[src/rtl/core_pkg.sv]
// Shared encodings for the data-side load/store path: RV32I width codes,
// byte-lane select patterns and the access FSM state type.
package core_pkg;
   localparam logic [2:0] F3_B  = 3'b000;
   localparam logic [2:0] F3_H  = 3'b001;
   localparam logic [2:0] F3_W  = 3'b010;
   localparam logic [2:0] F3_BU = 3'b100;
   localparam logic [2:0] F3_HU = 3'b101;

   localparam logic [3:0] SEL_B    = 4'b0001;
   localparam logic [3:0] SEL_H_LO = 4'b0011;
   localparam logic [3:0] SEL_H_HI = 4'b1100;
   localparam logic [3:0] SEL_W    = 4'b1111;

   typedef enum logic [1:0] {
      ST_IDLE = 2'd0,
      ST_REQ  = 2'd1,
      ST_EXC  = 2'd2,
      ST_DONE = 2'd3
   } lsu_state_e;
endpackage

[src/rtl/lsu_align.sv]
// Combinational access decode: legality, alignment, byte-lane select,
// store-data lane replication and load-data lane extraction/extension.
module lsu_align
   import core_pkg::*;
(
   input  logic        we_i,
   input  logic [2:0]  funct3_i,
   input  logic [1:0]  off_i,
   input  logic [31:0] wdata_i,
   input  logic [31:0] rdata_i,
   output logic        illegal_o,
   output logic        misaligned_o,
   output logic [3:0]  sel_o,
   output logic [31:0] wdata_o,
   output logic [31:0] rdata_o
);
   logic        legal;
   logic [7:0]  byte_v;
   logic [15:0] half_v;

   always_comb begin
      legal = 1'b0;
      case (funct3_i)
         F3_B, F3_H, F3_W: legal = 1'b1;
         F3_BU, F3_HU:     legal = ~we_i;
         default:          legal = 1'b0;
      endcase
      illegal_o = ~legal;

      misaligned_o = 1'b0;
      sel_o        = SEL_W;
      wdata_o      = wdata_i;
      case (funct3_i[1:0])
         2'b00: begin
            sel_o   = SEL_B << off_i;
            wdata_o = {4{wdata_i[7:0]}};
         end
         2'b01: begin
            sel_o        = off_i[1] ? SEL_H_HI : SEL_H_LO;
            wdata_o      = {2{wdata_i[15:0]}};
            misaligned_o = legal & off_i[0];
         end
         default: misaligned_o = legal & (off_i != 2'b00);
      endcase
   end

   always_comb begin
      case (off_i)
         2'd0:    byte_v = rdata_i[7:0];
         2'd1:    byte_v = rdata_i[15:8];
         2'd2:    byte_v = rdata_i[23:16];
         default: byte_v = rdata_i[31:24];
      endcase
      half_v = off_i[1] ? rdata_i[31:16] : rdata_i[15:0];

      case (funct3_i)
         F3_B:    rdata_o = {{24{byte_v[7]}}, byte_v};
         F3_BU:   rdata_o = {24'd0, byte_v};
         F3_H:    rdata_o = {{16{half_v[15]}}, half_v};
         F3_HU:   rdata_o = {16'd0, half_v};
         default: rdata_o = rdata_i;
      endcase
   end
endmodule

[src/rtl/load_store_unit.sv]
// MEM-stage load/store unit: one Wishbone B4 classic cycle per access, with
// alignment/legality exceptions, bus error, timeout and flush handling.
module load_store_unit
   import core_pkg::*;
#(
   parameter int TIMEOUT = 255
) (
   input  logic        clk_i,
   input  logic        rst_i,
   input  logic        valid_i,
   input  logic        we_i,
   input  logic [2:0]  funct3_i,
   input  logic [31:0] addr_i,
   input  logic [31:0] wdata_i,
   input  logic        flush_i,
   output logic        busy_o,
   output logic        done_o,
   output logic [31:0] rdata_o,
   output logic        e_ld_addr_mis_o,
   output logic        e_st_addr_mis_o,
   output logic        e_access_fault_o,
   output logic        wbm_cyc_o,
   output logic        wbm_stb_o,
   output logic        wbm_we_o,
   output logic [3:0]  wbm_sel_o,
   output logic [31:0] wbm_addr_o,
   output logic [31:0] wbm_dat_o,
   input  logic [31:0] wbm_dat_i,
   input  logic        wbm_ack_i,
   input  logic        wbm_err_i
);
   localparam logic [31:0] TO_LAST = (TIMEOUT > 0) ? 32'(TIMEOUT - 1) : 32'd0;

   lsu_state_e  state_q, state_d;
   logic [31:0] cnt_q, cnt_d;
   logic        cyc_q, cyc_d, we_q, we_d;
   logic [3:0]  sel_q, sel_d;
   logic [31:0] adr_q, adr_d, dat_q, dat_d, rdata_q, rdata_d;
   logic        ld_mis_q, ld_mis_d, st_mis_q, st_mis_d, fault_q, fault_d;

   logic        al_illegal, al_misaligned;
   logic [3:0]  al_sel;
   logic [31:0] al_wdata, al_rdata;
   logic        timeout_hit;

   lsu_align u_align (
      .we_i         (we_i),
      .funct3_i     (funct3_i),
      .off_i        (addr_i[1:0]),
      .wdata_i      (wdata_i),
      .rdata_i      (wbm_dat_i),
      .illegal_o    (al_illegal),
      .misaligned_o (al_misaligned),
      .sel_o        (al_sel),
      .wdata_o      (al_wdata),
      .rdata_o      (al_rdata)
   );

   assign timeout_hit = (TIMEOUT != 0) && (cnt_q == TO_LAST);

   always_comb begin
      state_d  = state_q;
      cnt_d    = cnt_q;
      cyc_d    = cyc_q;
      we_d     = we_q;
      sel_d    = sel_q;
      adr_d    = adr_q;
      dat_d    = dat_q;
      rdata_d  = rdata_q;
      ld_mis_d = ld_mis_q;
      st_mis_d = st_mis_q;
      fault_d  = fault_q;
      case (state_q)
         ST_IDLE: begin
            if (valid_i && !flush_i) begin
               ld_mis_d = al_misaligned & ~we_i;
               st_mis_d = al_misaligned & we_i;
               fault_d  = al_illegal;
               if (al_misaligned || al_illegal) begin
                  state_d = ST_EXC;
               end else begin
                  state_d = ST_REQ;
                  cnt_d   = '0;
                  cyc_d   = 1'b1;
                  we_d    = we_i;
                  sel_d   = al_sel;
                  adr_d   = {addr_i[31:2], 2'b00};
                  dat_d   = we_i ? al_wdata : '0;
               end
            end
         end
         ST_REQ: begin
            // Termination outranks flush: a completed bus cycle must be reported.
            if (wbm_ack_i || wbm_err_i || timeout_hit) begin
               state_d = ST_DONE;
               fault_d = wbm_err_i | (~wbm_ack_i & timeout_hit);
               if (wbm_ack_i && !wbm_err_i && !we_q) rdata_d = al_rdata;
            end else if (flush_i) begin
               state_d = ST_IDLE;
            end else begin
               cnt_d = cnt_q + 32'd1;
            end
            if (wbm_ack_i || wbm_err_i || timeout_hit || flush_i) begin
               cyc_d = 1'b0;
               we_d  = 1'b0;
               sel_d = '0;
               adr_d = '0;
               dat_d = '0;
            end
         end
         ST_EXC:  state_d = flush_i ? ST_IDLE : ST_DONE;
         default: state_d = ST_IDLE;
      endcase
   end

   always_ff @(posedge clk_i or posedge rst_i) begin
      if (rst_i) begin
         state_q  <= ST_IDLE;
         cnt_q    <= '0;
         cyc_q    <= 1'b0;
         we_q     <= 1'b0;
         sel_q    <= '0;
         adr_q    <= '0;
         dat_q    <= '0;
         rdata_q  <= '0;
         ld_mis_q <= 1'b0;
         st_mis_q <= 1'b0;
         fault_q  <= 1'b0;
      end else begin
         state_q  <= state_d;
         cnt_q    <= cnt_d;
         cyc_q    <= cyc_d;
         we_q     <= we_d;
         sel_q    <= sel_d;
         adr_q    <= adr_d;
         dat_q    <= dat_d;
         rdata_q  <= rdata_d;
         ld_mis_q <= ld_mis_d;
         st_mis_q <= st_mis_d;
         fault_q  <= fault_d;
      end
   end

   assign done_o           = (state_q == ST_DONE) & ~flush_i;
   assign busy_o           = valid_i & ~done_o & ~rst_i;
   assign rdata_o          = rdata_q;
   assign e_ld_addr_mis_o  = ld_mis_q & done_o;
   assign e_st_addr_mis_o  = st_mis_q & done_o;
   assign e_access_fault_o = fault_q & done_o;
   assign wbm_cyc_o        = cyc_q;
   assign wbm_stb_o        = cyc_q;
   assign wbm_we_o         = we_q;
   assign wbm_sel_o        = sel_q;
   assign wbm_addr_o       = adr_q;
   assign wbm_dat_o        = dat_q;
endmodule

[config.mk]
export PLATFORM = sky130hd
export DESIGN_NAME = load_store_unit
export DESIGN_NICKNAME = d
export VERILOG_FILES = /design/src/rtl/core_pkg.sv /design/src/rtl/lsu_align.sv /design/src/rtl/load_store_unit.sv
export SDC_FILE = /design/constraint.sdc
export NUM_CORES = 1
export LEC_CHECK = 0
export ABC_AREA = 1
export CAP_MARGIN = 40
export CORE_MARGIN = 2
export CORE_UTILIZATION = 40
export DETAILED_ROUTE_END_ITERATION = 8
export HOLD_SLACK_MARGIN = 0.06
export PLACE_DENSITY = 0.71
export SYNTH_ARGS = -nofsm -noshare
export SYNTH_HDL_FRONTEND = slang
export SYNTH_SLANG_ARGS = --single-unit
[constraint.sdc]
create_clock -name clk_i -period 7.03 [get_ports clk_i]
set_clock_uncertainty 0.1 [all_clocks]
set_input_delay 1.0545 -clock clk_i [delete_from_list [all_inputs] [get_ports clk_i]]
set_output_delay 1.0545 -clock clk_i [all_outputs]
set_load 0.005 [all_outputs]
# Word-level counts from Yosys, hierarchy flattened
# Cells that the tools add are included.
[word_totals] n_memories=0 reg_bits=139 out_inout_bits=108 latchBits=0 elab_cells=114 rom_bits=0 ramBits=0
[op_classes] n_eq_ne=18 magnitude_cmp=0 shifts=1 bitwise=18 multipliers=0 muxes=41 reduce_logical=24 n_addsub=1 div_mod_pow=0
[ops] op="$mux 32" n=10
[ops] op="$pmux 32 s2" n=4
[ops] op="$pmux 32 s4" n=1
[ops] op="$add 32x1->32 const B" n=1
[ops] op="$eq 32x8->1 const B" n=1
[ops] op="$pmux 8 s3" n=1
[ops] op="$mux 16" n=1
[ops] op="$mux 4" n=4
[ops] op="$pmux 4 s2" n=2
[ops] op="$ne 2x2->1 const B" n=6
[ops] op="$and 1x1->1" n=11
[ops] op="$mux 2" n=5
[ops] op="$pmux 1 s2" n=5
[ops] op="$mux 1" n=7
[ops] op="$eq 2x1->1 const B" n=3
[ops] op="$eq 2x2->1 const B" n=3
[ops] op="$eq 3x3->1 const B" n=2
[ops] op="$logic_not 2->1" n=3
[ops] op="$not 1->1" n=6
[ops] op="$pmux 2 s3" n=1
[ops] op="$reduce_and 3->1" n=2
[ops] op="$reduce_and 5->1" n=1
[ops] op="$logic_or 1x1->1" n=4
[ops] op="$reduce_and 2->1" n=2
[ops] op="12 further kinds" n=17

# Logic depth before layout (Yosys ltp)
# Gate-level depths: netlist of the first run.
[logic_depth] depth_word=9 ltp_mapped=13 depth_no_buf=12

# Cells and area by module
# A second synthesis of the first run with hierarchy kept.
[hier_totals] cells_unflattened=999 hier_area_um2=7703.6
[modules_own_cells] module="load_store_unit" instances=1 cells_each=765 seq_area_each_um2=3428.3 area_per_inst_um2=6502.5
[modules_own_cells] module="lsu_align" instances=1 cells_each=234 seq_area_each_um2=0.0 area_per_inst_um2=1201.2

# Worst setup path after synthesis of the first run
# OpenSTA, ideal clock, no wires.
[synth_path] kind="input port to output port" from="in flush_i" to="out e_access_fault_o" arrival_ps=1588 slack_ps=4288 stages=3 n_path_buf=0 t_required_ps=5875 cell_sequence="nor3_1 > inv_1 > nor2_1"
[synth_via] elab_chain_cells=3
[synth_lines] element="start: declaration" line="load_store_unit.sv:15" source="input logic flush_i,"
[synth_lines] element="$not 1->1" line="load_store_unit.sv:144" source="assign done_o = (state_q == ST_DONE) & ~flush_i;"
[synth_lines] element="$and 1x1->1" line="load_store_unit.sv:144"
[synth_lines] element="$and 1x1->1" line="load_store_unit.sv:149" source="assign e_access_fault_o = fault_q & done_o;"
[synth_lines] element="end: declaration" line="load_store_unit.sv:21" source="output logic e_access_fault_o,"
# Every way passes these cells.

# Worst setup path after layout of the first run
[layout_path] from="in flush_i" to="out e_ld_addr_mis_o"
[layout_via] elab_chain_cells=3
[layout_lines] element="$not 1->1" line="load_store_unit.sv:144"
[layout_lines] element="$and 1x1->1" line="load_store_unit.sv:144"
[layout_lines] element="$and 1x1->1" line="load_store_unit.sv:147" source="assign e_ld_addr_mis_o = ld_mis_q & done_o;"
[layout_lines] element="end: declaration" line="load_store_unit.sv:19" source="output logic e_ld_addr_mis_o,"
# Every way passes these cells.

==> impl_metrics.json, run 1 <==
{
  "hold_start": "wbm_addr_o[25]$_DFFE_PP0P_",
  "relSlewSlack_pct": 47.7,
  "port_buffers": 211,
  "postCtsSetupBuffers": 0,
  "h-tree-depth": 4,
  "dp.final_hpwl_mm": 17.5,
  "min_period_ps": 4380,
  "synthXorXnorAreaFrac_pct": 1.40,
  "synth.distinct_cells": 30,
  "ff2ff_path_depth": 13,
  "setup_tns_ps": 0,
  "ant_nets": 0,
  "die-height_um": 141,
  "worst-setup-path-type": "input pin to output port",
  "p_per_area_mw_per_mm2": 307,
  "cts_hold_buf": 0,
  "rr_endpoint": "cnt_q[21]$_DFFE_PP0P_",
  "io_pins": 214,
  "globalRouteOverflowTotal": 0,
  "synth.area.top_cells": "dfrtp_1, nand2_1, nor2_1",
  "synthesis.area_mm2": 0.00748,
  "avgSynthCellArea_um2": 6.89,
  "place_congestion": 0.946,
  "drc": 0,
  "clock_sinks": 137,
  "gr-usage-all-layers_pct": 23.9,
  "fmax_ghz": 0.228,
  "worstHoldPathType": "flip-flop to flip-flop",
  "end_kind": "output port",
  "synth_compound_area_share_pct": 6.77,
  "clk_pin_slew_ps": 60,
  "drv_cap": 0,
  "crit_path_start_kind": "input pin",
  "wire_per_inst_um": 15.2,
  "slew_viol_final": 0,
  "dr_total_vias": 7439,
  "firstDrtPassIters": 5,
  "setup_violations": 0,
  "cts_buffers": 17,
  "grt_pass1_vias": 7084,
  "antenna_found_initial": 0,
  "synthAdderAreaFrac_pct": 0.335,
  "yosysWarnings": 0,
  "rsz0062_at_grt": "false",
  "routed_wl_mm": 23.3,
  "synth_top_family_by_area": "simple AND/OR/NAND/NOR gates",
  "rrSetupSlack_ps": 4110,
  "crit_arrival_ps": 3220,
  "tightest_slew_ps": 782,
  "drt_iter0_drc": 503,
  "cts_tree": "done",
  "coreArea_mm2": 0.0185,
  "post-synth-top-area-fraction_pct": 45.8,
  "finalWorstSetupSlack_ps": 2650,
  "finalNetCount": 1393,
  "hold_viol": 0,
  "viasPerCell": 4.86,
  "hold_end": "wbm_addr_o[25]$_DFFE_PP0P_",
  "synth_cells": 1085,
  "synthMuxAreaShare_pct": 0,
  "rows": 50,
  "layout_common_cells": "nand2_1, clkdlybuf4s50_1, dfrtp_1",
  "min_period_over_period_pct": 62.3,
  "fill_cells": 1806,
  "yosysSeqAreaShare_pct": 45.8,
  "dieArea_mm2": 0.0198,
  "grt_max_degree": 69,
  "total_power_w": 0.00320,
  "insertedDiodeCount": 0,
  "mostFrequentLayoutCell": "nand2_1",
  "grt_pass1_wl_mm": 37.4,
  "status": "completed",
  "hold_depth": 2,
  "post_synth_and_or_nand_nor_area_fraction_pct": 37.6,
  "drive_gt1_share_pct": 5.62,
  "p_leak_nw": 5.10,
  "cts-resized-gates": 0,
  "clockRootBuffer": "clkbuf_16",
  "initial_core_util_pct": 40.4,
  "ys_ff_latch": 137,
  "place_worst_setup_slack_ps": 2620,
  "yosysTopAreaCell": "dfrtp_1",
  "clock_path_buffers": 2,
  "insertion_delay_ps": 420,
  "cp_max_fo": 3,
  "die_x_um": 141,
  "irDropWorstVdd_v": 0.000184,
  "area_growth_pct": 39.6,
  "cp.required_ps": 5880,
  "reg2reg_from": "cnt_q[0]$_DFFE_PP0P_"
}
## final cells by class
cell class                      instances  area (um^2)  share of cell area, %
Multi-Input combinational cell        803         3470                   33.2
Clock buffer                           19          453                   4.34
Timing Repair Buffer                  222         2250                   21.5
Sequential cell                       137         3430                   32.8
Tap cell                              234          293                   2.80
Clock inverter                         13          158                   1.51
Inverter                              104          395                   3.79
## cells in the mapped netlist
master,n
xor2_1,11
a31oi_1,8
inv_2,4
dfrtp_1,137
nor3_1,5
o21ai_1,1
conb_1,1
nand4_1,2
o211ai_1,10
clkbuf_1,19
clkinv_1,1
buf_1,2
ha_1,2
nor2_4,1
a21oi_1,30
nand3b_1,8
nor3_2,1
or2_2,17
nor3_4,1
o21ai_0,19
o22ai_1,21
nand2_1,482
nor2_1,117
inv_1,99
buf_4,9
buf_2,12
nor2_2,3
xnor2_1,1
nand2_2,1
nand3_1,60
## worst max-delay path, stage by stage
cell             delay [ps]
clkdlybuf4s50_1         510
nor3_1                  580
inv_1                   200
nor2_1                  300
clkdlybuf4s50_1         580
## metal layers
layer	global-route usage, %	vias up	wire (um)
met1	30.7	3461	9970
met2	39.6	199	11200
li1	-	3750	-
met4	5.79	0	391
met5	0	-	0
met3	7.27	29	1670
## where the power goes
| group | total (W) | internal [W] | switching [W] |
|---|---|---|---|
| registers | 0.00112 | 0.000995 | 0.000125 |
| logic | 0.00116 | 0.000583 | 0.000572 |
| clock network | 0.000925 | 0.000552 | 0.000374 |
## cells by family (layout without fill, tap and decap cells)
family                   after synthesis  in the layout
AND/OR/NAND/NOR                      698            698
buffers and inverters                146            358
flip-flops                           137            137
AO/OA/AOI/OAI                         89             89
XOR/XNOR                              12             12
adder cells (fa/ha/maj)                2              2
other                                  1              2
## per-stage QoR
step / cell area, um^2 / hold slack [ps] / utilization [%] / cells
3_5_place_dp: 9830 / 357 / 53.1 / 1500
4_1_cts: 10400 / 372 / 56.4 / 1532
5_1_grt: 10400 / 387 / 56.4 / 1532
2_1_floorplan: 7480 / 364 / - / 1086
3_3_place_gp: 9750 / 353 / 52.6 / 1496
6_report: 10400 / 368 / 56.4 / 1532
## flip-flops by register name, indices dropped and copies added (netlist names)
signal	count
ld_mis_q	1
wbm_addr_o	30
state_q	2
st_mis_q	1
wbm_sel_o	4
rdata_o	32
wbm_we_o	1
fault_q	1
wbm_cyc_o	1
cnt_q	32
wbm_dat_o	32
## worst max-delay path by stage
stage	to	startpoint	depth (start not counted)
6_report	e_ld_addr_mis_o	flush_i	5
5_1_grt	e_access_fault_o	flush_i	5
4_1_cts	e_ld_addr_mis_o	flush_i	5
3_5_place_dp	cnt_q[21]$_DFFE_PP0P_	funct3_i[1]	12
3_3_place_gp	cnt_q[26]$_DFFE_PP0P_	funct3_i[1]	11
2_1_floorplan	cnt_q[0]$_DFFE_PP0P_	rst_i	1
Note: power is estimated with default switching activity, not from simulation.
==> run 2, diff against run 1 <==
- PLACE_DENSITY: 0.71 -> 0.74
- clock period: 7.03 -> 3.6 ns (I/O delays scaled with it)
==> run 2 against run 1 <==
  * Non-clock buffer count is 4 higher
  * Core utilization barely moved
  * Critical path type unchanged
  * Clock power increased by 95%
  * Worst setup slack got worse by 2300 ps
  * Hold slack improved by 3.2 ps
  * Critical endpoint is now e_access_fault_o
  * Largest power group unchanged
  * Critical path depth unchanged
==> impl_metrics.json, run 2 (synthesis results as in run 1) <==
{
  "area_growth_pct": 39.6,
  "io_pins": 214,
  "clockRootBuffer": "clkbuf_16",
  "antenna_found_initial": 0,
  "drv_cap": 0,
  "end_kind": "output port",
  "setup_violations": 0,
  "rrSetupSlack_ps": 990,
  "cts_hold_buf": 0,
  "p_leak_nw": 5.09,
  "clock_sinks": 137,
  "rows": 50,
  "cts_tree": "done",
  "grt_max_degree": 69,
  "wire_per_inst_um": 15.1,
  "clock_path_buffers": 2,
  "dp.final_hpwl_mm": 17.2,
  "min_period_ps": 3260,
  "worstHoldPathType": "flip-flop to flip-flop",
  "finalWorstSetupSlack_ps": 344,
  "cp.required_ps": 2960,
  "status": "completed",
  "grt_pass1_vias": 7413,
  "postCtsSetupBuffers": 0,
  "cp_max_fo": 3,
  "rsz0062_at_grt": "false",
  "h-tree-depth": 4,
  "grt_pass1_wl_mm": 37.6,
  "globalRouteOverflowTotal": 0,
  "crit_path_start_kind": "input pin",
  "drive_gt1_share_pct": 5.91,
  "port_buffers": 211,
  "place_congestion": 0.949,
  "gr-usage-all-layers_pct": 23.9,
  "clk_pin_slew_ps": 60,
  "slew_viol_final": 0,
  "layout_common_cells": "nand2_1, clkdlybuf4s50_1, dfrtp_1",
  "drt_iter0_drc": 470,
  "min_period_over_period_pct": 90.4,
  "cp_cell_sequence": "clkdlybuf4s50_1 > nor3_1 > inv_1 > nor2_1 > clkdlybuf4s50_1",
  "fill_cells": 1755,
  "tightest_slew_ps": 753,
  "cts_buffers": 17,
  "slowest_stage": "nor3_1",
  "final_area_mm2": 0.0104,
  "irDropWorstVdd_v": 0.000561,
  "coreArea_mm2": 0.0185,
  "worst-setup-path-type": "input pin to output port",
  "initial_core_util_pct": 40.4,
  "final_core_util_pct": 56.4,
  "finalNetCount": 1397,
  "firstDrtPassIters": 4,
  "dr_total_vias": 7482,
  "crit_arrival_ps": 2620,
  "ant_nets": 0,
  "insertion_delay_ps": 430,
  "insertedDiodeCount": 0,
  "place_worst_setup_slack_ps": 351,
  "mostFrequentLayoutCell": "nand2_1",
  "hold_viol": 0,
  "routed_wl_mm": 23.2,
  "die_x_um": 141,
  "worst_path_most_repeated_cell": "clkdlybuf4s50_1",
  "total_power_w": 0.00624,
  "dieArea_mm2": 0.0198,
  "max_stage_delay_ps": 560,
  "die-height_um": 141,
  "viasPerCell": 4.87,
  "fmax_ghz": 0.307,
  "drc": 0,
  "setup_tns_ps": 0,
  "cts-resized-gates": 0,
  "p_per_area_mw_per_mm2": 598,
  "dpl-instance-area_mm2": 0.00985,
  "relSlewSlack_pct": 49.8
}
[run 2: critical path, delay by kind of cell]
kind,cells,cell delay [ps]
simple gates,2,820
buf+inv,3,1250
[run 2: where the power goes]
part	switching (W)	internal, W
Clock	0.000739	0.00106
Sequential	0.000265	0.00194
Combinational	0.00111	0.00112
Total	0.00212	0.00412
[run 2: layout make-up]
| cell class | instances | area [um^2] | area share, % |
|---|---|---|---|
| multi-input combinational | 803 | 3470 | 33.2 |
| timing repair buffer | 226 | 2260 | 21.7 |
| sequential | 137 | 3430 | 32.8 |
| clock buffer | 18 | 439 | 4.20 |
| inverter | 104 | 394 | 3.77 |
| tap | 234 | 293 | 2.80 |
| clock inverter | 14 | 161 | 1.55 |
[run 2: per-stage QoR]
step / std cells / hold WS, ps
2_1_floorplan: 1086 / 364
3_3_place_gp: 1504 / 354
3_5_place_dp: 1504 / 358
4_1_cts: 1536 / 374
5_1_grt: 1536 / 386
6_report: 1536 / 371
[run 2: worst paths after layout]
path | startpoint | depth (start not counted) | end
worst min-delay path | wbm_addr_o[31]$_DFFE_PP0P_ | 2 | wbm_addr_o[31]$_DFFE_PP0P_
worst max register to register | cnt_q[0]$_DFFE_PP0P_ | 13 | cnt_q[6]$_DFFE_PP0P_
worst max-delay path | flush_i | 5 | e_access_fault_o
min in group asynchronous | rst_i | 2 | cnt_q[5]$_DFFE_PP0P_
max in group asynchronous | rst_i | 4 | wbm_dat_o[4]$_DFFE_PP0P_
worst min register to register | wbm_addr_o[31]$_DFFE_PP0P_ | 2 | wbm_addr_o[31]$_DFFE_PP0P_
[run 2: layer usage]
layer / share of wire [%] / GRT usage [%]
met1: 42 / 29.9
met2: 48 / 39.8
met3: 7.0 / 6.66
met4: 2.6 / 8.63
met5: 0 / 0
==> run 3, diff against run 2 <==
- CORE_MARGIN: 2 -> 4
- GPL_ROUTABILITY_DRIVEN: unset -> 0
==> run 3 against run 2 <==
  * Via count rose by 0.74%
  * Largest cell class unchanged
  * Die area rose by 5.8%
  * Maximum frequency increased by 13%
  * Register-to-register slack gained 400 ps
  * Worst setup slack gained 380 ps
  * Critical path type unchanged
  * Critical endpoint is now e_st_addr_mis_o
  * Design area about the same
  * Sequential power about the same
  * Total power rose by 0.63%
  * Core utilization grew 1.2 points
  * Wire length rose by 3.3%
==> impl_metrics.json, run 3 (synthesis results as in run 1) <==
{
  "status": "completed",
  "insertedDiodeCount": 0,
  "cp_cell_sequence": "clkdlybuf4s50_1 > nor3_1 > inv_1 > nor2_1 > clkdlybuf4s50_1",
  "worstPathBufferInverterCount": 3,
  "layout_common_cells": "nand2_1, clkdlybuf4s50_1, dfrtp_1",
  "hold_end": "wbm_addr_o[20]$_DFFE_PP0P_",
  "coreArea_mm2": 0.0181,
  "dieArea_mm2": 0.0210,
  "final_core_util_pct": 57.6,
  "grt_pass1_vias": 7301,
  "slew_viol_final": 0,
  "dp.final_hpwl_mm": 17.8,
  "io_pins": 214,
  "cts_buffers": 17,
  "antenna_found_initial": 0,
  "relSlewSlack_pct": 46.3,
  "finalNetCount": 1400,
  "dr_total_vias": 7537,
  "area_growth_pct": 39.8,
  "setup_violations": 0,
  "initial_core_util_pct": 41.2,
  "wire_per_inst_um": 15.6,
  "die-height_um": 145,
  "rows": 49,
  "firstDrtPassIters": 5,
  "cp.required_ps": 2960,
  "holdWs_ps": 369,
  "hold_start": "wbm_addr_o[20]$_DFFE_PP0P_",
  "fmax_ghz": 0.348,
  "critPathTopFamily": "buffers and inverters",
  "cts_hold_buf": 0,
  "p_leak_nw": 5.11,
  "cp_max_fo": 3,
  "max_stage_delay_ps": 510,
  "insertion_delay_ps": 420,
  "total_power_w": 0.00628,
  "reg2reg_from": "cnt_q[0]$_DFFE_PP0P_",
  "p_per_area_mw_per_mm2": 601,
  "finalWorstSetupSlack_ps": 729,
  "cts_tree": "done",
  "grt_max_degree": 69,
  "min_period_ps": 2870,
  "rrSetupSlack_ps": 1390,
  "clock_path_buffers": 2,
  "hold_viol": 0,
  "die_x_um": 145,
  "routed_wl_mm": 24.0,
  "h-tree-depth": 4,
  "min_period_over_period_pct": 79.7,
  "end_kind": "output port",
  "worst_path_most_repeated_cell": "clkdlybuf4s50_1",
  "drive_gt1_share_pct": 5.98,
  "drc": 0,
  "worst-setup-path-type": "input pin to output port",
  "cts-resized-gates": 0,
  "drt_iter0_drc": 510,
  "slowest_stage": "clkdlybuf4s50_1",
  "rr_endpoint": "cnt_q[21]$_DFFE_PP0P_",
  "crit_arrival_ps": 2230,
  "crit_path_start_kind": "input pin",
  "clock_sinks": 137,
  "drv_cap": 0,
  "port_buffers": 211,
  "clk_pin_slew_ps": 60,
  "ff2ff_path_depth": 13,
  "postCtsSetupBuffers": 0,
  "fill_cells": 1686,
  "place_worst_setup_slack_ps": 725,
  "irDropWorstVdd_v": 0.000452,
  "worstHoldPathType": "flip-flop to flip-flop",
  "setup_tns_ps": 0,
  "tightest_slew_ps": 805,
  "gr-usage-all-layers_pct": 22.9,
  "ant_nets": 0,
  "globalRouteOverflowTotal": 0,
  "hold_depth": 2,
  "mostFrequentLayoutCell": "nand2_1",
  "rsz0062_at_grt": "false",
  "clockRootBuffer": "clkbuf_16",
  "grt_pass1_wl_mm": 37.8,
  "viasPerCell": 4.92
}
==> run 3: how the worst max path moves through the flow <==
stage | end | from | depth (start not counted)
3_5_place_dp | e_st_addr_mis_o | flush_i | 5
3_3_place_gp | e_st_addr_mis_o | flush_i | 5
2_1_floorplan | cnt_q[0]$_DFFE_PP0P_ | rst_i | 1
4_1_cts | e_st_addr_mis_o | flush_i | 5
6_report | e_st_addr_mis_o | flush_i | 5
5_1_grt | e_ld_addr_mis_o | flush_i | 5
==> run 3: metal layers <==
layer  track usage (%)  routed length [um]  vias to the layer above
li1                  -                   -                     3758
met3              8.05                2090                       39
met5                 0                   0                        -
met2              36.6               11400                      275
met1              29.3                9940                     3465
met4              6.77                 537                        0
==> run 3: worst min-delay path: cells and delay by family (launching register included) <==
kind / cells / cell delay [ps]
simple gates: 2 / 90
flops: 1 / 340
==> run 3: cell type report <==
cell class | count | area, um^2 | share of cell area [%]
multi-input combinational | 803 | 3470 | 33.2
sequential | 137 | 3430 | 32.8
clock buffer | 19 | 443 | 4.24
clock inverter | 12 | 164 | 1.57
tap | 229 | 287 | 2.74
inverter | 104 | 394 | 3.77
timing repair buffer | 229 | 2270 | 21.7
==> run 3: per-stage QoR <==
stage	cells	cell area [um^2]
after detailed placement	1502	9850
after CTS	1533	10500
after global placement	1502	9850
after global routing	1533	10500
final	1533	10500
after floorplan	1086	7490
==> run 3: where the power goes <==
group	internal (W)	switching, W	total, W
clock	0.00112	0.000703	0.00182
combinational	0.00113	0.00112	0.00225
sequential	0.00194	0.000272	0.00222
